`src/rtl/nand_cpu_pkg.sv`:
```
// Shared CPU package: PC width, interrupt-controller state and defaults.
// PC_SIZE normally comes from nand_cpu.svh; a fallback keeps this slice standalone.
`ifndef PC_SIZE
`define PC_SIZE 16
`endif

package nand_cpu_pkg;

  localparam int unsigned PC_W             = `PC_SIZE;
  localparam int unsigned INTC_ID_W        = 4;
  localparam int unsigned INTC_VECTOR_BASE = 32'h10;
  localparam int unsigned INTC_VEC_STRIDE  = 4;

  typedef enum logic [1:0] {
    IDLE    = 2'd0,
    REQ     = 2'd1,
    SERVICE = 2'd2
  } intc_state_t;

  // Handler PC for a source id, wrapping to the PC width.
  function automatic logic [PC_W-1:0] intc_vector(input int unsigned base,
                                                  input int unsigned stride,
                                                  input logic [INTC_ID_W-1:0] id);
    int unsigned full;
    full = base + (32'(id) * stride);
    return PC_W'(full);
  endfunction

endpackage

```
`src/rtl/interrupt_controller_priority_enc.sv`:
```
// Lowest-index-first priority encoder for the interrupt controller.
module intc_priority_enc
  import nand_cpu_pkg::*;
#(
  parameter int unsigned N = 4
) (
  input  logic [N-1:0]         req_i,
  output logic                 valid_c,
  output logic [INTC_ID_W-1:0] idx_c
);

  // Scan high to low so the lowest set index is the last one written.
  always_comb begin
    valid_c = 1'b0;
    idx_c   = '0;
    for (int i = int'(N) - 1; i >= 0; i--) begin
      if (req_i[i]) begin
        valid_c = 1'b1;
        idx_c   = INTC_ID_W'(i);
      end
    end
  end

endmodule

```
`src/rtl/interrupt_controller.sv`:
```
// Interrupt controller: edge-detects irq lines, masks, prioritises and
// hands one interrupt at a time to the fetch unit until return-from-interrupt.
// Optional feature macro: INTC_WAKE_EN (halt-release wake pulse).
module interrupt_controller
  import nand_cpu_pkg::*;
#(
  parameter int unsigned NUM_IRQ     = 4,
  parameter int unsigned VECTOR_BASE = INTC_VECTOR_BASE,
  parameter int unsigned VEC_STRIDE  = INTC_VEC_STRIDE
) (
  input  logic                 clk,
  input  logic                 n_rst,
  input  logic [NUM_IRQ-1:0]   irq_in,
  input  logic                 en_we,
  input  logic [15:0]          en_wdata,
  input  logic                 int_ack,
  input  logic                 int_return,
  input  logic                 halted,
  output logic                 int_req,
  output logic [PC_W-1:0]      int_vector,
  output logic [INTC_ID_W-1:0] active_id,
  output logic                 in_service,
  output logic [NUM_IRQ-1:0]   pending,
  output logic                 wake
);

  intc_state_t          state_q, state_d;
  logic [NUM_IRQ-1:0]   prev_q;
  logic [NUM_IRQ-1:0]   pending_q, pending_d;
  logic [NUM_IRQ-1:0]   mask_q, mask_d;
  logic                 int_req_q, int_req_d;
  logic [PC_W-1:0]      vector_q, vector_d;
  logic [INTC_ID_W-1:0] active_id_q, active_id_d;
  logic                 in_service_q, in_service_d;

  logic [NUM_IRQ-1:0]   edge_c;
  logic [NUM_IRQ-1:0]   eligible_c;
  logic [NUM_IRQ-1:0]   ack_clr_c;
  logic                 sel_valid_c;
  logic [INTC_ID_W-1:0] sel_idx_c;

  // Upper enable bits are don't-care; halted only matters with the wake feature.
  logic unused_in_c;
  assign unused_in_c = ^{en_wdata, halted};

  assign edge_c     = irq_in & ~prev_q;
  assign eligible_c = pending_q & mask_q;

  intc_priority_enc #(
    .N (NUM_IRQ)
  ) u_prio (
    .req_i   (eligible_c),
    .valid_c (sel_valid_c),
    .idx_c   (sel_idx_c)
  );

  // Next-state for pending, mask and the request/service FSM.
  always_comb begin
    state_d      = state_q;
    int_req_d    = int_req_q;
    vector_d     = vector_q;
    active_id_d  = active_id_q;
    in_service_d = in_service_q;
    mask_d       = mask_q;
    ack_clr_c    = '0;

    if (en_we) begin
      mask_d = en_wdata[NUM_IRQ-1:0];
    end

    case (state_q)
      IDLE: begin
        if (sel_valid_c) begin
          state_d     = REQ;
          int_req_d   = 1'b1;
          active_id_d = sel_idx_c;
          vector_d    = intc_vector(VECTOR_BASE, VEC_STRIDE, sel_idx_c);
        end
      end
      REQ: begin
        if (int_ack) begin
          state_d      = SERVICE;
          int_req_d    = 1'b0;
          in_service_d = 1'b1;
          ack_clr_c    = NUM_IRQ'(1) << active_id_q;
        end
      end
      SERVICE: begin
        if (int_return) begin
          state_d      = IDLE;
          in_service_d = 1'b0;
        end
      end
      default: begin
        state_d = IDLE;
      end
    endcase

    // A fresh edge wins over the acknowledge clear.
    pending_d = (pending_q & ~ack_clr_c) | edge_c;
  end

  // State registers with synchronous active-low reset.
  always_ff @(posedge clk) begin
    if (!n_rst) begin
      state_q      <= IDLE;
      prev_q       <= '0;
      pending_q    <= '0;
      mask_q       <= '0;
      int_req_q    <= 1'b0;
      vector_q     <= '0;
      active_id_q  <= '0;
      in_service_q <= 1'b0;
    end else begin
      state_q      <= state_d;
      prev_q       <= irq_in;
      pending_q    <= pending_d;
      mask_q       <= mask_d;
      int_req_q    <= int_req_d;
      vector_q     <= vector_d;
      active_id_q  <= active_id_d;
      in_service_q <= in_service_d;
    end
  end

`ifdef INTC_WAKE_EN
  logic wake_q, wake_d;
  logic armed_q, armed_d;
  logic any_elig_c;

  assign any_elig_c = |eligible_c;

  // One wake pulse per halted-with-eligible episode.
  always_comb begin
    wake_d  = halted & any_elig_c & armed_q;
    armed_d = armed_q;
    if (!halted || !any_elig_c) begin
      armed_d = 1'b1;
    end else if (wake_d) begin
      armed_d = 1'b0;
    end
  end

  // Wake pulse and re-arm registers.
  always_ff @(posedge clk) begin
    if (!n_rst) begin
      wake_q  <= 1'b0;
      armed_q <= 1'b1;
    end else begin
      wake_q  <= wake_d;
      armed_q <= armed_d;
    end
  end

  assign wake = wake_q;
`else
  assign wake = 1'b0;
`endif

  assign int_req    = int_req_q;
  assign int_vector = vector_q;
  assign active_id  = active_id_q;
  assign in_service = in_service_q;
  assign pending    = pending_q;

endmodule

```
`config.mk`:
```
export PLATFORM = sky130hd
export DESIGN_NAME = interrupt_controller
export DESIGN_NICKNAME = d
export VERILOG_FILES = /design/src/rtl/nand_cpu_pkg.sv /design/src/rtl/interrupt_controller_priority_enc.sv /design/src/rtl/interrupt_controller.sv
export SDC_FILE = /design/constraint.sdc
export NUM_CORES = 1
export LEC_CHECK = 0
export ABC_AREA = 0
export BUFFER_PORTS_ARGS = -buffer_cell sky130_fd_sc_hd__buf_2
export CAP_MARGIN = 30
export CORE_MARGIN = 2
export CORE_UTILIZATION = 37
export DETAILED_ROUTE_END_ITERATION = 6
export GPL_ROUTABILITY_DRIVEN = 1
export GPL_TIMING_DRIVEN = 0
export PLACE_DENSITY = 0.71
export SLEW_MARGIN = 20
export SYNTH_ARGS = -nofsm -noshare
export SYNTH_HDL_FRONTEND = slang
export SYNTH_SLANG_ARGS = --single-unit
```
`constraint.sdc`:
```
create_clock -name clk -period 1.05 [get_ports clk]
set_input_delay 0.0525 -clock clk [delete_from_list [all_inputs] [get_ports clk]]
set_output_delay 0.0525 -clock clk [all_outputs]
set_load 0.1 [all_outputs]
```
Word level (Yosys, flattened, before mapping)
Index checks and enable logic that the tools add are counted.

RAM bits: 0. ROM bits: 0. Output and inout bits: 27. Flip-flop bits (word level): 36. Word-level logic and storage cells: 48. Memories: 0. Bits in latches: 0.

Add/sub/neg operators: 1. Div/mod/pow operators: 0. Shift operators: 1. Mux-type cells: 20. Magnitude comparators: 0. Eq/ne operators: 5. $mul: 0. Bitwise gates (word level): 6. Reductions and logical operators: 7.

Operators by type and width (count): $mux 2 (7); $and 4x4->4 (3); $reduce_and 3->1 (3); $mux 1 (8); $mux 4 (2); $not 4->4 (2); $add 5x6->7 const A (1); $ne 2x2->1 const B (3); $pmux 2 s3 (1); $or 4x4->4 (1); $pmux 1 s2 (2); $reduce_bool 2->1 (2); $shl 1x4->4 const A (1); $eq 2x1->1 const B (1); $eq 2x2->1 const B (1); $logic_not 2->1 (1); $reduce_and 2->1 (1).

Depth between registers and ports, before layout
Depth in word-level cells: 7. Gate-level depth with buffers: 3. Mapped depth without buffers: 3.

By module
From an unflattened synthesis, not the netlist that was laid out.

Cells, all modules: 121. Area total of the unflattened synthesis: 1114.8 um2.

Modules (own cells, without submodules): interrupt_controller (seq. area each 460.4 um2, cells an instance 111, times used 1, area each 1061.0 um2); intc_priority_enc (seq. area each 0.0 um2, cells an instance 10, times used 1, area each 53.8 um2).

Least setup slack after synthesis
OpenSTA, ideal clock, no wires.

Kind: reg-to-reg. Start: register pending_q[3] (netlist: pending[3]). End: register state_q[0]. Data required time: 0.936 ns. Clock period less this slack: 1.698 ns. Path slack: -0.648 ns. Buffers on the path: 0. Data arrival time: 1.584 ns. Stages on the path, launching flop included: 4. Path through: dfxtp_1 -> a22o_2 -> nor3_1 -> a2111oi_0.

Longest elaborated chain between the ends: 7.

Ends and longest elaborated chain: start, declared (line interrupt_controller.sv:29) `logic [NUM_IRQ-1:0] pending_q, pending_d;`; start signal, assigned (line interrupt_controller.sv:117) `pending_q <= pending_d;`; $and 4x4->4 (line interrupt_controller.sv:47) `assign eligible_c = pending_q & mask_q;`; $mux 1 (4 in a row) (line interrupt_controller_priority_enc.sv:17) `if (req_i[i]) begin`; $ne 2x2->1 (no line); $reduce_and 3->1 (no line); end signal, assigned (line interrupt_controller.sv:115) `state_q <= state_d;`; end, declared (line interrupt_controller.sv:27) `intc_state_t state_q, state_d;`.

No other way between the ends. A chain may end at the register's enable or synchronous reset.

Final worst setup path
Start: register state_q[1]. End: register pending_q[2] (netlist: pending[2]).

Longest elaborated chain between the ends: 5.

Ends and longest elaborated chain: $eq 2x1->1 (line interrupt_controller.sv:71) `case (state_q)`; $mux 4 (line interrupt_controller.sv:71); $not 4->4 (line interrupt_controller.sv:100) `pending_d = (pending_q & ~ack_clr_c) | edge_c;`; $and 4x4->4 (line interrupt_controller.sv:100); $or 4x4->4 (line interrupt_controller.sv:100).

No other way between the ends.

==> results.sh <==
export IMPL_yosys_area_top_type="sky130_fd_sc_hd__dfxtp_1"
export IMPL_required_time_of_the_worst_setup_path_ps=1230
export IMPL_initial_core_util=0.390
export IMPL_share_of_the_clock_period_used_by_the_worst_path_after_layout=1.05
export IMPL_worst_setup_path_startpoint="state_q[1]"
export IMPL_synth_cell_type_count=24
export IMPL_synth_yosys_warnings=0
export IMPL_finalHoldViolations=0
export IMPL_total_power_mw=1.99
export IMPL_route_vias_total=772
export IMPL_synth_ff_latch_count=19
export IMPL_tns_ps=-106
export IMPL_r2r_start="state_q[1]"
export IMPL_placeableCoreArea_um2=2210
export IMPL_numCtsBuffers=3
export IMPL_place_hpwl_mm=1.30
export IMPL_wire_length_of_the_first_global_routing_pass_mm=2.90
export IMPL_drc=0
export IMPL_setup_reg_to_reg_worst_slack_ps=-60
export IMPL_floorplan_io_pins=53
export IMPL_timing_critical_path_max_delay_family="flip-flops"
export IMPL_layout_drive_gt1_share=0.453
export IMPL_starting_drc_count_in_detailed_routing=5
export IMPL_drv_slew=0
export IMPL_num_rows=17
export IMPL_cp_depth=3
export IMPL_worst_path_largest_cell_delay_ps=380
export IMPL_layout_cells_most_common="sky130_fd_sc_hd__buf_4"
export IMPL_critical_path_fanout_max=7
export IMPL_clock_path_buffers=2
export IMPL_power_density_nw_per_um2=1490
export IMPL_final_period_minus_worst_setup_slack_ps=1110
export IMPL_p_leak_nw=0.621
export IMPL_globalRoute_totalOverflow=0
export IMPL_synthFlopType="sky130_fd_sc_hd__dfxtp_1"
export IMPL_path_type_of_the_worst_min_delay_path="in -> reg"
export IMPL_syn_area_um2=863
export IMPL_viasPerCell=4.39
export IMPL_grt_start_max_net_pins=12
export IMPL_antenna_found_initial=0
export IMPL_setup_ws_ps=-56.4
export IMPL_grt_setup_unrepaired="true"
export IMPL_die_height_um=52.3
export IMPL_run_status="finished, violations left"
export IMPL_critPathSlowestCell="sky130_fd_sc_hd__dfxtp_4"
export IMPL_first_global_vias=669
export IMPL_final_area_um2=1340
export IMPL_maxCapViolCount=0
export IMPL_worst_hold_slack_ps=12.9
export IMPL_worstReg2RegEnd="pending[2]"
export IMPL_route_detailed_wl_per_inst_um=10.6
export IMPL_cells_after_dpl=161
export IMPL_synth_async_reset_ratio=0
export IMPL_detail_route_antenna_nets=0
export IMPL_fp_dieArea_um2=2740
export IMPL_root_buffer="sky130_fd_sc_hd__clkbuf_4"
export IMPL_worst_path_buf_inv=0
export IMPL_post_synth_main_area_contributors="sky130_fd_sc_hd__dfxtp_1 44%, sky130_fd_sc_hd__buf_4 16%, sky130_fd_sc_hd__a21oi_1 5.8%, sky130_fd_sc_hd__mux2i_1 4.6%, sky130_fd_sc_hd__and2_1 2.9%"
export IMPL_critical_path_class="reg -> reg"
export IMPL_crit_end="pending[2]"
export IMPL_ys_seq_area_frac=0.441
export IMPL_fin_nets=175
export IMPL_yosys_area_top_type_share=0.441
export IMPL_critical_path_arrival_ps=1290
export IMPL_layout_area_overhead_vs_synth_pct=54.9
export IMPL_layout_common_cells="23 x sky130_fd_sc_hd__buf_4, 16 x sky130_fd_sc_hd__conb_1, 11 x sky130_fd_sc_hd__buf_2, 9 x sky130_fd_sc_hd__a21oi_1, 9 x sky130_fd_sc_hd__dlygate4sd3_1"
export IMPL_num_clock_sinks=19
export IMPL_synth_edff_count=0
export IMPL_cp_cell_sequence="nand3b_1 > o31ai_1 > a21oi_1"
export IMPL_reg2reg_depth=3
export IMPL_cts_clk_slew_worst_paths_ps=110
export IMPL_fp_dieW_um=52.3
export IMPL_port_buffer_count=22
export IMPL_antennaDiodeCount=0
export IMPL_critical_path_endpoint_type="flip-flop"
export IMPL_post_synth_inst_count=96
export IMPL_peakVddDrop_v=0.000830
export IMPL_instances_no_fill=176
export IMPL_worst_skew_pair_late_latency_ps=300
export IMPL_globalplace_congestion=0.780
export IMPL_pre_cts_ws_ps=-115
export IMPL_violated_checks="negative setup slack"
export IMPL_final_setup_viol_count=4
export IMPL_startpoint_type_of_the_worst_setup_path="flip-flop"
export IMPL_fin_skew_ps=10.8
export IMPL_postPlaceCellArea_um2=1110
export IMPL_totalWireLength_mm=1.86
export IMPL_globalRouteTotalUtil=0.146
export IMPL_dr_pass1_iters=4
export IMPL_cts_htree_levels=1
export IMPL_postLayoutCoreUtil=0.605
export IMPL_cts_tree="done"
export IMPL_synth_area_per_cell_um2=8.99
export IMPL_achievable_frequency_mhz=904
## routing by layer
layer	wire length [µm]	GRT usage	up-vias
li1	-	-	394
met1	785	0.167	347
met2	941	0.248	27
met3	101	0.0371	4
met4	31	0.0769	0
met5	0	0	-
## power breakdown
| group | internal, mW | switching (mW) | total, mW |
|---|---|---|---|
| clock | 0.142 | 0.226 | 0.368 |
| combinational | 0.212 | 0.584 | 0.796 |
| sequential | 0.771 | 0.0578 | 0.828 |
| total | 1.12 | 0.868 | 1.99 |
## cells in the mapped netlist, drive strengths merged, types with 2 or more instances
cell type	instances
o21ai	4
nand2	6
mux2i	4
buf	19
and2	4
nor2	7
dfxtp	19
inv	4
o31ai	3
a22o	2
nor2b	2
nand2b	3
a21oi	10
## registers in the layout, indices dropped and copies added, names as in the netlist
signal	flops
int_vector	2
mask_q	4
state_q	2
active_id	1
in_service	1
int_req	1
prev_q	4
pending	4
## layout make-up
type | count | area (µm²)
Timing Repair Buffer | 33 | 283
Inverter | 4 | 15.0
Buffer | 20 | 150
Multi-Input combinational cell | 68 | 412
Tap cell | 28 | 35.0
Sequential cell | 19 | 415
Fill cell | 197 | 875
Clock buffer | 3 | 22.5
Clock inverter | 1 | 5.00
## logic make-up after synthesis
family	after synthesis	share of synthesized area
multiplexers	4	0.0464
buffers and inverters	24	0.183
AND/OR/NAND/NOR	25	0.149
other	1	0.00434
flip-flops	19	0.441
AO/OA/AOI/OAI	23	0.177
## timing repair
action                     in CTS  in global routing
pin swaps                       3                  0
setup endpoints to repair      17                 13
hold buffers                    9                  0
setup buffers                   1                  1
hold endpoints to repair       12                  0
gates resized for setup        21                  9
## worst register-to-register path: cells and delay by family (launching register included)
kind	cells	cell delay, ps
compound gates	2	360
flops	1	380
simple gates	1	260
## worst min path at each step
stage	startpoint	endpoint	cells after the start
detailed placement	irq_in[3]	prev_q[3]	2
CTS	n_rst	prev_q[2]	2
floorplan	irq_in[0]	prev_q[0]	1
global placement	irq_in[3]	prev_q[3]	2
finish	n_rst	prev_q[2]	2
global route	n_rst	prev_q[0]	2
Power figures use the tool's default switching activity.
